<file path="config.mk">
export PLATFORM = sky130hd
export DESIGN_NAME = gsd_to_bin_serial
export DESIGN_NICKNAME = d
export VERILOG_FILES = /design/src/rtl/gsd_to_bin_serial.sv
export SDC_FILE = /design/constraint.sdc
export NUM_CORES = 1
export LEC_CHECK = 0
export ABC_AREA = 0
export BUFFER_PORTS_ARGS = -buffer_cell sky130_fd_sc_hd__buf_2
export CAP_MARGIN = 10
export CORE_ASPECT_RATIO = 1.4
export CORE_MARGIN = 3
export CORE_UTILIZATION = 35
export CTS_BUF_LIST = sky130_fd_sc_hd__clkbuf_8
export DETAILED_ROUTE_END_ITERATION = 7
export PLACE_DENSITY = 0.65
export SYNTH_ARGS = -nofsm -noshare
export SYNTH_HDL_FRONTEND = slang
export SYNTH_SLANG_ARGS = --single-unit
</file>
<file path="constraint.sdc">
create_clock -name clk -period 3.7 [get_ports clk]
set_clock_uncertainty 0.05 [all_clocks]
set_input_delay 0.185 -clock clk [delete_from_list [all_inputs] [get_ports clk]]
set_output_delay 0.185 -clock clk [all_outputs]
set_load 0.03 [all_outputs]
</file>
<file path="src/rtl/gsd_to_bin_serial.sv">
// -----------------------------------------------------------------------------
// gsd_to_bin_serial
//
// Multi-cycle, handshaked converter from generalised signed-digit (GSD) form to
// two's complement. Sits at the output of a GSD adder chain, where results
// leave the redundant domain. DPC digits are resolved per cycle, least
// significant digit first, through a serial borrow chain.
//
// Digit encoding (digit i = A[2i+1:2i]):
//   01 = +1, 10 = -1, 00 = 0, 11 = illegal (converted as 0, flagged on ERR)
//
// Parameters
//   LEN  digits in / bits out (LEN >= 2)
//   DPC  digits converted per cycle (LEN % DPC == 0)
//
// Ports
//   clk        rising-edge clock
//   rst_n      asynchronous active-low reset
//   in_valid   A is valid
//   in_ready   block can accept A (high only while idle)
//   A          2*LEN-bit GSD operand
//   out_valid  S/OVF/ERR hold a finished result
//   out_ready  consumer accepts the result
//   S          result, equal to the signed-digit value mod 2^LEN
//   OVF        true value lies outside [-2^(LEN-1), 2^(LEN-1)-1]
//   ERR        at least one digit was 11
//
// Timing: accept edge is cycle 0, out_valid rises after edge LEN/DPC.
// in_ready and out_valid are decoded from the state register only, so there
// is no combinational path from in_valid/out_ready to any output.
// -----------------------------------------------------------------------------
module gsd_to_bin_serial #(
  parameter int unsigned LEN = 8,
  parameter int unsigned DPC = 2
) (
  input  logic             clk,
  input  logic             rst_n,
  input  logic             in_valid,
  output logic             in_ready,
  input  logic [2*LEN-1:0] A,
  output logic             out_valid,
  input  logic             out_ready,
  output logic [LEN-1:0]   S,
  output logic             OVF,
  output logic             ERR
);

  localparam int unsigned STEPS = LEN / DPC;
  localparam int unsigned CW    = (STEPS > 1) ? $clog2(STEPS) : 1;
  localparam logic [CW-1:0] CNT_LAST = CW'(STEPS - 1);

  typedef enum logic [1:0] {
    IDLE = 2'd0,
    CONV = 2'd1,
    DONE = 2'd2
  } state_t;

  state_t r_state;
  state_t w_state_next;

  // Working registers for the conversion in flight
  logic [2*LEN-1:0] r_dig;     // unconsumed digits, lowest at bit 0
  logic [LEN-1:0]   r_res;     // result bits, filled from the top downwards
  logic             r_borrow;  // borrow carried into the next digit
  logic             r_err;     // illegal digit seen so far
  logic [CW-1:0]    r_cnt;     // conversion steps already taken

  // Combinational step results
  logic [DPC-1:0]   w_p;
  logic [DPC-1:0]   w_n;
  logic [DPC-1:0]   w_bits;
  logic             w_b;
  logic             w_err;
  logic [LEN-1:0]   w_res_next;
  logic             w_accept;
  logic             w_step;
  logic             w_last;

  // ---------------------------------------------------------------------------
  // Control decode
  // ---------------------------------------------------------------------------
  assign w_accept = (r_state == IDLE) && in_valid;
  assign w_step   = (r_state == CONV);
  assign w_last   = w_step && (r_cnt == CNT_LAST);

  // ---------------------------------------------------------------------------
  // FSM: state register
  // ---------------------------------------------------------------------------
  always_ff @(posedge clk or negedge rst_n) begin
    if (!rst_n) begin
      r_state <= IDLE;
    end else begin
      r_state <= w_state_next;
    end
  end

  // ---------------------------------------------------------------------------
  // FSM: next state and handshake outputs
  // ---------------------------------------------------------------------------
  always_comb begin
    w_state_next = r_state;
    in_ready     = 1'b0;
    out_valid    = 1'b0;
    unique case (r_state)
      IDLE: begin
        in_ready = 1'b1;
        if (in_valid) begin
          w_state_next = CONV;
        end
      end
      CONV: begin
        if (w_last) begin
          w_state_next = DONE;
        end
      end
      DONE: begin
        out_valid = 1'b1;
        if (out_ready) begin
          w_state_next = IDLE;
        end
      end
      default: begin
        w_state_next = IDLE;
      end
    endcase
  end

  // ---------------------------------------------------------------------------
  // Borrow chain over the DPC lowest unconsumed digits.
  // Subtracting the negative digits from the positive ones bit-serially:
  //   s  = p ^ n ^ b
  //   b' = (n & ~p) | (~(p ^ n) & b)
  // An illegal 11 digit decodes as p=n=0, i.e. it contributes nothing.
  // ---------------------------------------------------------------------------
  always_comb begin
    w_p    = '0;
    w_n    = '0;
    w_bits = '0;
    w_b    = r_borrow;
    w_err  = r_err;
    for (int unsigned k = 0; k < DPC; k++) begin
      w_p[k] = (r_dig[2*k +: 2] == 2'b01);
      w_n[k] = (r_dig[2*k +: 2] == 2'b10);
      if (r_dig[2*k +: 2] == 2'b11) begin
        w_err = 1'b1;
      end
      w_bits[k] = w_p[k] ^ w_n[k] ^ w_b;
      w_b       = (w_n[k] & ~w_p[k]) | (~(w_p[k] ^ w_n[k]) & w_b);
    end
  end

  // New bits enter at the top while older ones move down; after STEPS shifts
  // bit i of r_res holds the result bit for digit i. Written as a shift/OR so
  // the DPC == LEN case (single-step conversion) needs no special slicing.
  assign w_res_next = (r_res >> DPC) | (LEN'(w_bits) << (LEN - DPC));

  // ---------------------------------------------------------------------------
  // Datapath and result registers
  // ---------------------------------------------------------------------------
  always_ff @(posedge clk or negedge rst_n) begin
    if (!rst_n) begin
      r_dig    <= '0;
      r_res    <= '0;
      r_borrow <= 1'b0;
      r_err    <= 1'b0;
      r_cnt    <= '0;
      S        <= '0;
      OVF      <= 1'b0;
      ERR      <= 1'b0;
    end else if (w_accept) begin
      r_dig    <= A;
      r_borrow <= 1'b0;
      r_err    <= 1'b0;
      r_cnt    <= '0;
    end else if (w_step) begin
      r_dig    <= r_dig >> (2 * DPC);
      r_res    <= w_res_next;
      r_borrow <= w_b;
      r_err    <= w_err;
      r_cnt    <= r_cnt + CW'(1);
      if (w_last) begin
        // Final borrow is the sign of the true value; any disagreement with
        // the result's top bit means the value did not fit in LEN bits.
        S   <= w_res_next;
        OVF <= w_res_next[LEN-1] ^ w_b;
        ERR <= w_err;
      end
    end
  end

endmodule

</file>
; Word level (Yosys, flattened, before mapping)
; Cells that the tools add are included.
[word_totals]
in_bits = 20
wordCells = 62
regBits = 40
out_inout_bits = 12
[classes]
addsub = 1
muxes = 16
bitwise_logic = 17
n_reduce_logical = 7
n_eq_ne = 12
[ops]
columns = cell, count
row1 = two-way mux 16 bit, 2
row2 = "== test 2 bit, second input constant", 6
row3 = two-way mux 2 bit, 5
row4 = two-way mux 1 bit, 8
row5 = bitwise OR 6 x 8 -> 8 bit, 1
row6 = "== test 2 x 1 -> 1 bit, second input constant", 3
row7 = one-hot mux 2 bit (3 select lines), 1
row8 = AND reduction 3 bit, 2
row9 = inverter 1 bit, 5
row10 = XOR 1 bit, 5
row11 = AND 1 bit, 4
row12 = "!= test 2 bit, second input constant", 2
row13 = "adder 2 x 1 -> 2 bit, second input constant", 1
row14 = logical AND 1 bit, 2
row15 = logical NOT 2 bit, 1
row16 = "!= test 2 x 1 -> 1 bit, second input constant", 1
row17 = bitwise OR 1 bit, 2
row18 = AND reduction 2 bit, 1
row19 = nonzero test 2 bit, 1

; Longest topological paths before layout
; Gate-level depths: netlist (run 1).
[depth]
ltp_word = 9
depth_mapped = 5

; Worst setup path after synthesis (run 1)
; Ideal clock, no wire load.
[synth_timing]
path_type = flip-flop to flip-flop
start = register r_dig[0]
end = register OVF
t_arrival_ns = 1.544
synth_period_minus_slack_ns = 1.720
setup_slack_ns = 1.980
setup_time_ns = 0.126
stages_incl_launch_ff = 6
required_time_ns = 3.524
path_cell_list = dfrtp_1 -> inv_1 -> fa_1 -> fa_1 -> xor2_1 -> o21ai_0
[synth_via]
elab_chain_len = 8
word_cells_on_any_way = 13
cone_classes = eq/ne (2) / bitwise (11)
[synth_rtl]
columns = item, line_no
row1 = "start, declared", 62  ; logic [2*LEN-1:0] r_dig;
row2 = "start signal, assigned", 176  ; r_dig <= r_dig >> (2 * DPC);
row3 = == test 2 x 1 -> 1 bit / == test 2 bit (equally long branches), "142, 143"
row4 = XOR 1 bit, 148  ; w_b = (w_n[k] & ~w_p[k]) | (~(w_p[k] ^ w_n[k]) & w_b);
row5 = inverter 1 bit, 148
row6 = AND 1 bit, 148
row7 = bitwise OR 1 bit (*), 148
row8 = XOR 1 bit / AND 1 bit (equally long branches), "147, 148"
row9 = bitwise OR 6 x 8 -> 8 bit / bitwise OR 1 bit (equally long branches), "155, 148"
row10 = XOR 1 bit (*), 185  ; OVF <= w_res_next[LEN-1] ^ w_b;
row11 = "end signal, assigned", 185
row12 = "end, declared", 44  ; output logic OVF,
; Mark *: on every way between the ends. The rest lies on a longest branch, timed or not.
; A chain may end at the register's enable or synchronous reset.

; Final worst setup path (run 1)
; Ends and elaborated chain as after synthesis.

==> results.json, run 1 <==
{
  "port_buffers": 31,
  "rr_worst_depth": 5,
  "ys_warn_count": 0,
  "dieArea_um2": 5641,
  "hold_path_depth": 2,
  "drt_first_pass_iters": 4,
  "post_cts_buffers": 0,
  "grt_max_degree": 39,
  "drc": 0,
  "drt.antenna.violating_nets": 0,
  "antenna_found_initial": 0,
  "antennaDiodeCount": 0,
  "grt_usage_pct": 13.34,
  "drt_iter0_drc": 41,
  "fp.dieH_um": 87.68,
  "period_minus_slack_ps": 1846,
  "drv_slew": 0,
  "synth_nets": 166,
  "pwr-share-seq_pct": 40.9,
  "syn_area_um2": 1668,
  "crit_required_ps": 3810,
  "slowest_stage": "fa_1",
  "wl_per_cell_um": 14.50,
  "overflow": 0,
  "p_int_w": 0.001111,
  "p_leak_nw": 0.9093,
  "fill_cells": 469,
  "netSwitchingFraction_pct": 40.27,
  "nets": 196,
  "clk_path_buf_depth": 2,
  "path_cells": "inv_1, fa_1, fa_1, xor2_1, o21ai_0",
  "tns_ps": 0,
  "critPathArrivalTime_ps": 1960,
  "tightest_slew_ps": 848.4,
  "grt_pass1_vias": 1220,
  "cap_violations": 0,
  "clkSlewWorstSetupHoldPaths_ps": 70,
  "cts_tree": "yes",
  "cp-start-kind": "register",
  "globalplace.congestion": 0.7443,
  "cp-startpoint": "r_dig[0]",
  "powerDensity_nw_per_um2": 967.1,
  "grt_pass1_wl_um": 5747,
  "worst-setup-path-type": "reg2reg",
  "clk_latency_ps": 280,
  "critPathCaptureType": "register",
  "relSlewSlack_pct": 43.44,
  "r2r_start": "r_dig[0]",
  "final_core_util_pct": 42.06,
  "yosysTopAreaCell": "dfrtp_1",
  "synth_top_area_share_pct": 57.01,
  "min_period_over_period_pct": 49.90,
  "combPwrFrac_pct": 44.1,
  "r2r-end": "OVF",
  "viasPerCell": 5.056,
  "cts_made_buffers": 5,
  "syn2layout_area_growth_pct": 15.30,
  "outcome": "finished clean",
  "io_pins": 32,
  "power.share.clock_pct": 15.0,
  "layout-drive-gt1-share_pct": 29.41,
  "finalHoldViolCount": 0,
  "dpl.hpwl_um": 2372,
  "syn_inst": 141,
  "regToRegSetupSlack_ps": 1850,
  "hold_start": "out_ready",
  "htreeDepth": 2,
  "fmax_ghz": 0.5417,
  "rsz0062_at_grt": "false",
  "slowest_delay_ps": 550,
  "cts-root-buf": "clkbuf_8",
  "synth-seq-cells": 38,
  "synth_area_leaders": "dfrtp_1, mux2_2, o22ai_1",
  "cpMostUsedCell": "fa_1",
  "start_util_pct": 36.48,
  "avgSynthCellArea_um2": 11.83,
  "hp-class": "in2reg",
  "yosys.cell_types.count": 25,
  "rows": 29,
  "finalSetupViolations": 0,
  "die_w_um": 64.34,
  "switching_power_w": 0.0007489,
  "path_max_fanout": 3,
  "ir_drop_uv": 262.2,
  "clock-sinks": 38,
  "wl_um": 3364,
  "yosysSeqAreaShare_pct": 57.01,
  "holdPathEnd": "r_state[1]",
  "core-area_um2": 4572,
  "vias": 1173
}
cells in the mapped netlist, drive strengths merged:
cell type and count:
a41o 1, inv 4, o32ai 1, o22ai 16, fa 2, nand2 7, xor2 1, nand2b 3
o21ba 1, or2 1, dfrtp 38, mux2 10, buf 9, a22o 5, nor2 12, o21ai 8
o31ai 2, o21bai 1, ha 3, nor3 1, nand3b 1, a21oi 13, a21boi 1
power groups by stage:
stage	clock network [W]	registers (W)	logic, W
2_1_floorplan	0	0.000827	0.000596
3_3_place_gp	0	0.000765	0.000813
3_5_place_dp	0	0.000771	0.000832
4_1_cts	0.000289	0.000762	0.000835
5_1_grt	0.000306	0.000791	0.000926
6_report	0.000278	0.000761	0.000821
cells by family (layout without fill, tap and decap cells):
| family | count (synthesis) | in the layout | synth area share [%] |
|---|---|---|---|
| AO/OA/AOI/OAI | 49 | 49 | 18.45 |
| XOR/XNOR | 1 | 1 | 0.5252 |
| adder cells (fa/ha/maj) | 5 | 5 | 4.651 |
| buffers and inverters | 13 | 42 | 5.101 |
| flip-flops | 38 | 38 | 57.01 |
| multiplexers | 10 | 10 | 6.977 |
| AND/OR/NAND/NOR | 25 | 25 | 7.277 |
flip-flops by register name, summed over array words and instances, names as in the netlist, 2 cells and up:
register,cells
r_state,2
S,8
r_res,6
r_cnt,2
r_dig,16
critical path: cells and delay by family (launching register included):
| family | cells | cell delay (ps) |
|---|---|---|
| fa+ha+maj | 2 | 990 |
| flops | 1 | 380 |
| xor+xnor | 1 | 150 |
| compound gates | 1 | 80 |
| buf+inv | 1 | 70 |
cells in the final DEF (no fill, tap or decap), types with 4 or more instances in the layout:
cell	netlist	final
mux2_2	9	9
dfrtp_1	38	38
inv_1	4	4
buf_2	5	31
nor2_1	12	12
o22ai_1	16	16
a22o_1	5	5
a21oi_1	13	13
clkbuf_8	0	6
nand2_1	7	7
o21ai_0	8	8
through the flow:
step	area, um2	worst slack (ps)	cells	power [W]	hold WS [ps]
detailed placement	1831	1863	225	0.001603	281.8
floorplan	1668	1980	141	0.001422	-160.6
finish	1923	1854	232	0.001860	25.05
global route	1923	1742	232	0.002022	38.50
CTS	1923	1846	232	0.001887	20.60
global placement	1831	1942	225	0.001579	286.4
routing by layer:
metal	up-vias	global-route usage (%)	wire length (um)
met2	35	23.31	1644
met3	5	3.723	185
met4	0	5.192	53
met1	567	15.49	1480
li1	566	-	-
met5	-	0	0
worst max path at each step:
stage / slack (ps) / to
3_3_place_gp: 1940 / OVF
6_report: 1850 / OVF
5_1_grt: 1740 / OVF
3_5_place_dp: 1860 / OVF
4_1_cts: 1850 / OVF
2_1_floorplan: 1980 / OVF
cell type report:
type                       count  area, um2  area share [%]
clock buffer                   6      82.58           4.294
inverter                       4      15.01          0.7807
multi-input combinational     90      631.9           32.86
sequential                    38      950.9           49.45
tap                           62      77.57           4.034
timing repair buffer          32      165.2           8.588
repair_timing:
item | CTS | global route
hold buffers | 1 | 0
endpoints found under the hold margin | 38 | 0
endpoints found under the setup margin | 0 | 0
resized for setup | 0 | 0
Note: power is estimated with default switching activity, not from simulation.
==> run 2: changes to the inputs <==
--- a/config.mk
+++ b/config.mk
@@ -13,7 +13,7 @@
 export CORE_UTILIZATION = 35
 export CTS_BUF_LIST = sky130_fd_sc_hd__clkbuf_8
 export DETAILED_ROUTE_END_ITERATION = 7
-export PLACE_DENSITY = 0.65
+export PLACE_DENSITY = 0.67
 export SYNTH_ARGS = -nofsm -noshare
 export SYNTH_HDL_FRONTEND = slang
 export SYNTH_SLANG_ARGS = --single-unit
==> constraint.sdc (replaced) <==
create_clock -name clk -period 1.5 [get_ports clk]
set_clock_uncertainty 0.05 [all_clocks]
set_input_delay 0.075 -clock clk [delete_from_list [all_inputs] [get_ports clk]]
set_output_delay 0.075 -clock clk [all_outputs]
set_load 0.03 [all_outputs]
==> run 2 against run 1 <==
Compared with the run above:
- the run now ends with negative setup slack left
- flip-flop and latch count is the same
- non-clock buffer count increased by 20
- combinational power rose to 3.0 times the previous value
- via count is 5.7% higher
- wire length rose by 3.8%
- cell count increased by 9.5%
- design area grew 11%
- die area unchanged
- global-route usage is 0.13 points lower
- sequential share of layout area shrank 4.9 points
- critical path depth is the same
- worst setup slack got worse by 2000 ps
- highest routed layer unchanged
==> results.json, run 2 (synthesized netlist as in run 1, its figures left out) <==
{
  "crit_buf_inv": 1,
  "cts_made_buffers": 5,
  "netSwitchingFraction_pct": 38.38,
  "finalHoldViolCount": 0,
  "critPathTopFamily": "adder cells",
  "switching_power_w": 0.001975,
  "critPathArrivalTime_ps": 1820,
  "globalplace.congestion": 0.8580,
  "fin_ws_ps": -195.8,
  "mostFrequentLayoutCells": "dfrtp_1, buf_2, o22ai_1",
  "drv_slew": 0,
  "wl_um": 3492,
  "grt_usage_pct": 13.22,
  "clock-sinks": 38,
  "syn2layout_area_growth_pct": 28.06,
  "clk_path_buf_depth": 2,
  "worst-path-stages": 5,
  "relSlewSlack_pct": 66.09,
  "clkSlewWorstSetupHoldPaths_ps": 70,
  "die_w_um": 64.34,
  "combPwrFrac_pct": 47.9,
  "hold_path_depth": 3,
  "hp-class": "in2reg",
  "wl_per_cell_um": 13.75,
  "start_util_pct": 36.48,
  "finalSetupViolations": 4,
  "placed_area_um2": 1951,
  "largestRegisters": "r_dig x16, S x8, r_res x6",
  "final_common_cell": "dfrtp_1",
  "layout-drive-gt1-share_pct": 37.50,
  "pwr-share-seq_pct": 35.8,
  "path_cells": "inv_2, fa_2, fa_1, xor2_1, o21ai_1",
  "cts-root-buf": "clkbuf_8",
  "worst-setup-path-type": "reg2reg",
  "htreeDepth": 2,
  "rr_worst_depth": 5,
  "crit_required_ps": 1620,
  "rows": 29,
  "antenna_found_initial": 0,
  "viasPerCell": 4.882,
  "violations": "negative setup slack",
  "io_pins": 32,
  "slowest_delay_ps": 530,
  "drc": 0,
  "dpl.hpwl_um": 2590,
  "p_leak_nw": 1.021,
  "drt.antenna.violating_nets": 0,
  "slowest_stage": "fa_1",
  "grt_max_degree": 23,
  "port_buffers": 31,
  "power.share.clock_pct": 16.3,
  "drt_first_pass_iters": 6,
  "core-area_um2": 4572,
  "finalNonFillerCells": 254,
  "path_max_fanout": 2,
  "p_int_w": 0.003171,
  "clk_latency_ps": 290,
  "rsz0062_at_grt": "true",
  "fmax_ghz": 0.5897,
  "min_period_over_period_pct": 113.1,
  "ir_drop_uv": 864.6,
  "cp-start-kind": "register",
  "cts_tree": "yes",
  "tns_ps": -582.6,
  "tightest_slew_ps": 508.7,
  "fin_area_um2": 2136,
  "grt_pass1_wl_um": 5754,
  "fp.dieH_um": 87.68,
  "dp_cells": 239,
  "place_ws_ps": -222.7,
  "antennaDiodeCount": 0,
  "drt_iter0_drc": 66,
  "cap_violations": 0,
  "largest_register_ffs": 16,
  "dieArea_um2": 5641,
  "grt_pass1_vias": 1229,
  "powerDensity_nw_per_um2": 2410,
  "period_minus_slack_ps": 1696,
  "regMostFlops": "r_dig",
  "vias": 1240,
  "outcome": "finished, violations left",
  "critPathCaptureType": "register",
  "overflow": 0,
  "nets": 216
}
[run 2: changes by cell type in the layout (fill, tap and decap cells not counted), sizes merged]
cell | previous run | this run
bufinv | 0 | 1
clkinv | 0 | 2
clkbuf | 6 | 5
dlygate4sd3 | 1 | 6
buf | 31 | 46
[run 2: cell type report]
| class | instances | area [um2] |
|---|---|---|
| clock buffers | 5 | 68.82 |
| clock inverters | 3 | 40.04 |
| fillers | 458 | 2436 |
| inverters | 4 | 15.01 |
| multi-input cells | 90 | 643.1 |
| flip-flops and latches | 38 | 950.9 |
| well taps | 62 | 77.57 |
| repair buffers | 52 | 340.3 |
[run 2: what timing repair did]
item / CTS / global route
endpoints found under the hold margin: 26 / 0
endpoints found under the setup margin: 4 / 13
setup buffers: 1 / 0
pin swaps: 1 / 0
resized for setup: 2 / 4
hold buffers: 6 / 0
[run 2: power by group through the flow]
stage / sequential [W] / combinational (W) / clock (W)
floorplan: 0.00204 / 0.00147 / 0
global placement: 0.00184 / 0.00230 / 0
detailed placement: 0.00186 / 0.00236 / 0
CTS: 0.00184 / 0.00246 / 0.000862
global route: 0.00191 / 0.00272 / 0.000909
finish: 0.00184 / 0.00247 / 0.000840
[run 2: layer usage]
layer	up-vias	track usage, %	wire length (um)
li1	607	-	-
met1	597	15.76	1507
met2	32	21.99	1797
met3	4	2.953	146
met4	0	7.500	41
met5	-	0	0
[run 2: worst min-delay path, delay by kind of cell]
kind                   cells  cell delay [ps]
AOI/OAI and AO/OA          1               80
buffers and inverters      1               80
and+or+nand+nor            1              100
[run 2: final timing paths]
check	startpoint	to	slack, ps
max	r_dig[0]	OVF	-200
min	A[0]	r_dig[0]	30
max reg2reg	r_dig[0]	OVF	-200
min reg2reg	S[6]	S[6]	430
max in group asynchronous	rst_n	r_dig[12]	690
min in group asynchronous	rst_n	S[2]	240
[run 2: metrics by stage]
step	hold WS (ps)	power, W	util (%)
final	32.19	0.005146	46.72
after global routing	25.99	0.005543	46.72
after CTS	30.13	0.005165	46.52
after detailed placement	26.46	0.004224	42.67
after global placement	21.96	0.004138	42.67
after floorplan	-270.6	0.003518	-
==> run 3: changes to the inputs <==
--- a/config.mk
+++ b/config.mk
@@ -14,6 +14,7 @@
 export CTS_BUF_LIST = sky130_fd_sc_hd__clkbuf_8
 export DETAILED_ROUTE_END_ITERATION = 7
 export PLACE_DENSITY = 0.67
+export SETUP_SLACK_MARGIN = 0.2
 export SYNTH_ARGS = -nofsm -noshare
 export SYNTH_HDL_FRONTEND = slang
 export SYNTH_SLANG_ARGS = --single-unit
==> run 3 against run 2 <==
Compared with the run above:
- the run still ends with negative setup slack left
- clock power up 27%
- flip-flop and latch count unchanged
- sequential power up 3%
- sequential share of layout area down 5.4 points
- combinational power up 26%
- first-iteration DRC count up 11%
- count of clock-buffer cells in the layout up 1
- wire length up 15%
- global-route usage up 1.4 points
- critical path type unchanged
- highest routed layer unchanged
==> results.json, run 3 (synthesized netlist as in run 1, its figures left out) <==
{
  "holdPathEnd": "r_dig[0]",
  "clk_latency_ps": 290,
  "antennaDiodeCount": 0,
  "dpl.hpwl_um": 2665,
  "drt_iter0_drc": 73,
  "drt.antenna.violating_nets": 0,
  "clock-sinks": 38,
  "finalHoldViolCount": 0,
  "period_minus_slack_ps": 1673,
  "fin_ws_ps": -173.5,
  "regToRegSetupSlack_ps": -170,
  "critPathCaptureType": "register",
  "start_util_pct": 36.48,
  "final_common_cell": "dfrtp_1",
  "clk_path_buf_depth": 2,
  "drc": 0,
  "vias": 1344,
  "grt_pass1_vias": 1335,
  "crit_required_ps": 1640,
  "finalSetupViolations": 4,
  "hold_path_depth": 3,
  "overflow": 0,
  "core-area_um2": 4572,
  "nets": 227,
  "layout-drive-gt1-share_pct": 47.78,
  "r2r_start": "r_dig[0]",
  "fmax_ghz": 0.5976,
  "outcome": "finished, violations left",
  "dp_cells": 242,
  "fill_cells": 404,
  "grt_max_degree": 21,
  "cts_tree": "yes",
  "wl_per_cell_um": 15.14,
  "placed_area_um2": 1976,
  "relSlewSlack_pct": 69.48,
  "antenna_found_initial": 0,
  "hp-class": "in2reg",
  "largest_register_ffs": 16,
  "drt_first_pass_iters": 4,
  "grt_pass1_wl_um": 6299,
  "cts_made_buffers": 5,
  "port_buffers": 31,
  "fp.dieH_um": 87.68,
  "clkSlewWorstSetupHoldPaths_ps": 80,
  "cts-root-buf": "clkbuf_8",
  "rr_worst_depth": 5,
  "tightest_slew_ps": 457.8,
  "cp-start-kind": "register",
  "powerDensity_nw_per_um2": 2491,
  "syn2layout_area_growth_pct": 46.29,
  "path_max_fanout": 2,
  "regMostFlops": "r_dig",
  "viasPerCell": 5.072,
  "critPathArrivalTime_ps": 1810,
  "violations": "negative setup slack",
  "drv_slew": 0,
  "die_w_um": 64.34,
  "p_leak_nw": 1.155,
  "rsz0062_at_grt": "true",
  "min_period_over_period_pct": 111.6,
  "worst-setup-path-type": "reg2reg",
  "dieArea_um2": 5641,
  "htreeDepth": 2,
  "ir_drop_uv": 826.8,
  "place_ws_ps": -177.8,
  "r2r-end": "OVF",
  "finalNonFillerCells": 265,
  "rows": 29,
  "wl_um": 4011,
  "fin_area_um2": 2440,
  "globalplace.congestion": 0.8398,
  "cap_violations": 0,
  "largestRegisters": "r_dig x16, S x8, r_res x6",
  "hold_start": "A[0]",
  "grt_usage_pct": 14.61,
  "mostFrequentLayoutCells": "dfrtp_1, buf_2, buf_4",
  "io_pins": 32
}
run 3: changes by cell type in the layout (fill, tap and decap cells not counted), moves of 3 or more:
cell and delta:
o21ai_0 -3, o21ai_1 +4, o22ai_1 -6, nand2b_4 +3, mux2_2 -3, buf_6 +9
o22ai_2 +6, mux2_4 +3
run 3: layout make-up:
cell class / count / area (um2) / area share (%)
multi-input cells: 91 / 772.0 / 31.64
well taps: 62 / 77.57 / 3.179
inverters: 4 / 27.53 / 1.128
flip-flops and latches: 38 / 953.4 / 39.08
clock inverters: 2 / 60.06 / 2.462
repair buffers: 62 / 466.7 / 19.13
clock buffers: 6 / 82.58 / 3.385
run 3: where the power goes:
| group | total, W | switching, W | internal, W |
|---|---|---|---|
| sequential | 0.00190 | 0.000367 | 0.00153 |
| clock | 0.00107 | 0.000359 | 0.000709 |
| combinational | 0.00311 | 0.00152 | 0.00159 |
| total | 0.00608 | 0.00225 | 0.00383 |
run 3: metal layers:
layer / global-route usage (%) / up-vias / routed length, um
li1: - / 638 / -
met1: 18.33 / 662 / 1675
met2: 22.93 / 36 / 2064
met3: 4.236 / 8 / 197
met4: 7.500 / 0 / 74
met5: 0 / - / 0
run 3: metrics by stage:
step / utilization, % / setup TNS [ps] / hold WS [ps] / power, W
floorplan: - / -319.8 / -270.6 / 0.003522
global placement: 43.21 / -478.0 / -6.148 / 0.004245
finish: 53.37 / -544.4 / 16.15 / 0.006077
detailed placement: 43.21 / -581.0 / 1.432 / 0.004330
CTS: 49.15 / -542.5 / 24.49 / 0.005611
global route: 53.37 / -809.9 / 13.31 / 0.006505
run 3: worst max-delay path by stage:
stage	startpoint	end	cells after the start
floorplan	r_dig[0]	OVF	5
global placement	r_dig[0]	OVF	5
detailed placement	r_dig[0]	OVF	5
CTS	r_dig[0]	OVF	5
global route	r_dig[0]	OVF	5
finish	r_dig[0]	OVF	5
run 3: worst max-delay path: stages (launching register included):
cell and delay (ps):
dfrtp_1 360, inv_2 50, fa_2 380, fa_1 520
xor2_1 150, o21ai_1 70
run 3: timing repair:
action,CTS,global route
gates resized for setup,13,39
hold endpoints to repair,23,0
gates cloned,0,1
pin swaps,2,2
setup buffers,5,3
setup endpoints to repair,25,36
hold buffers,6,0
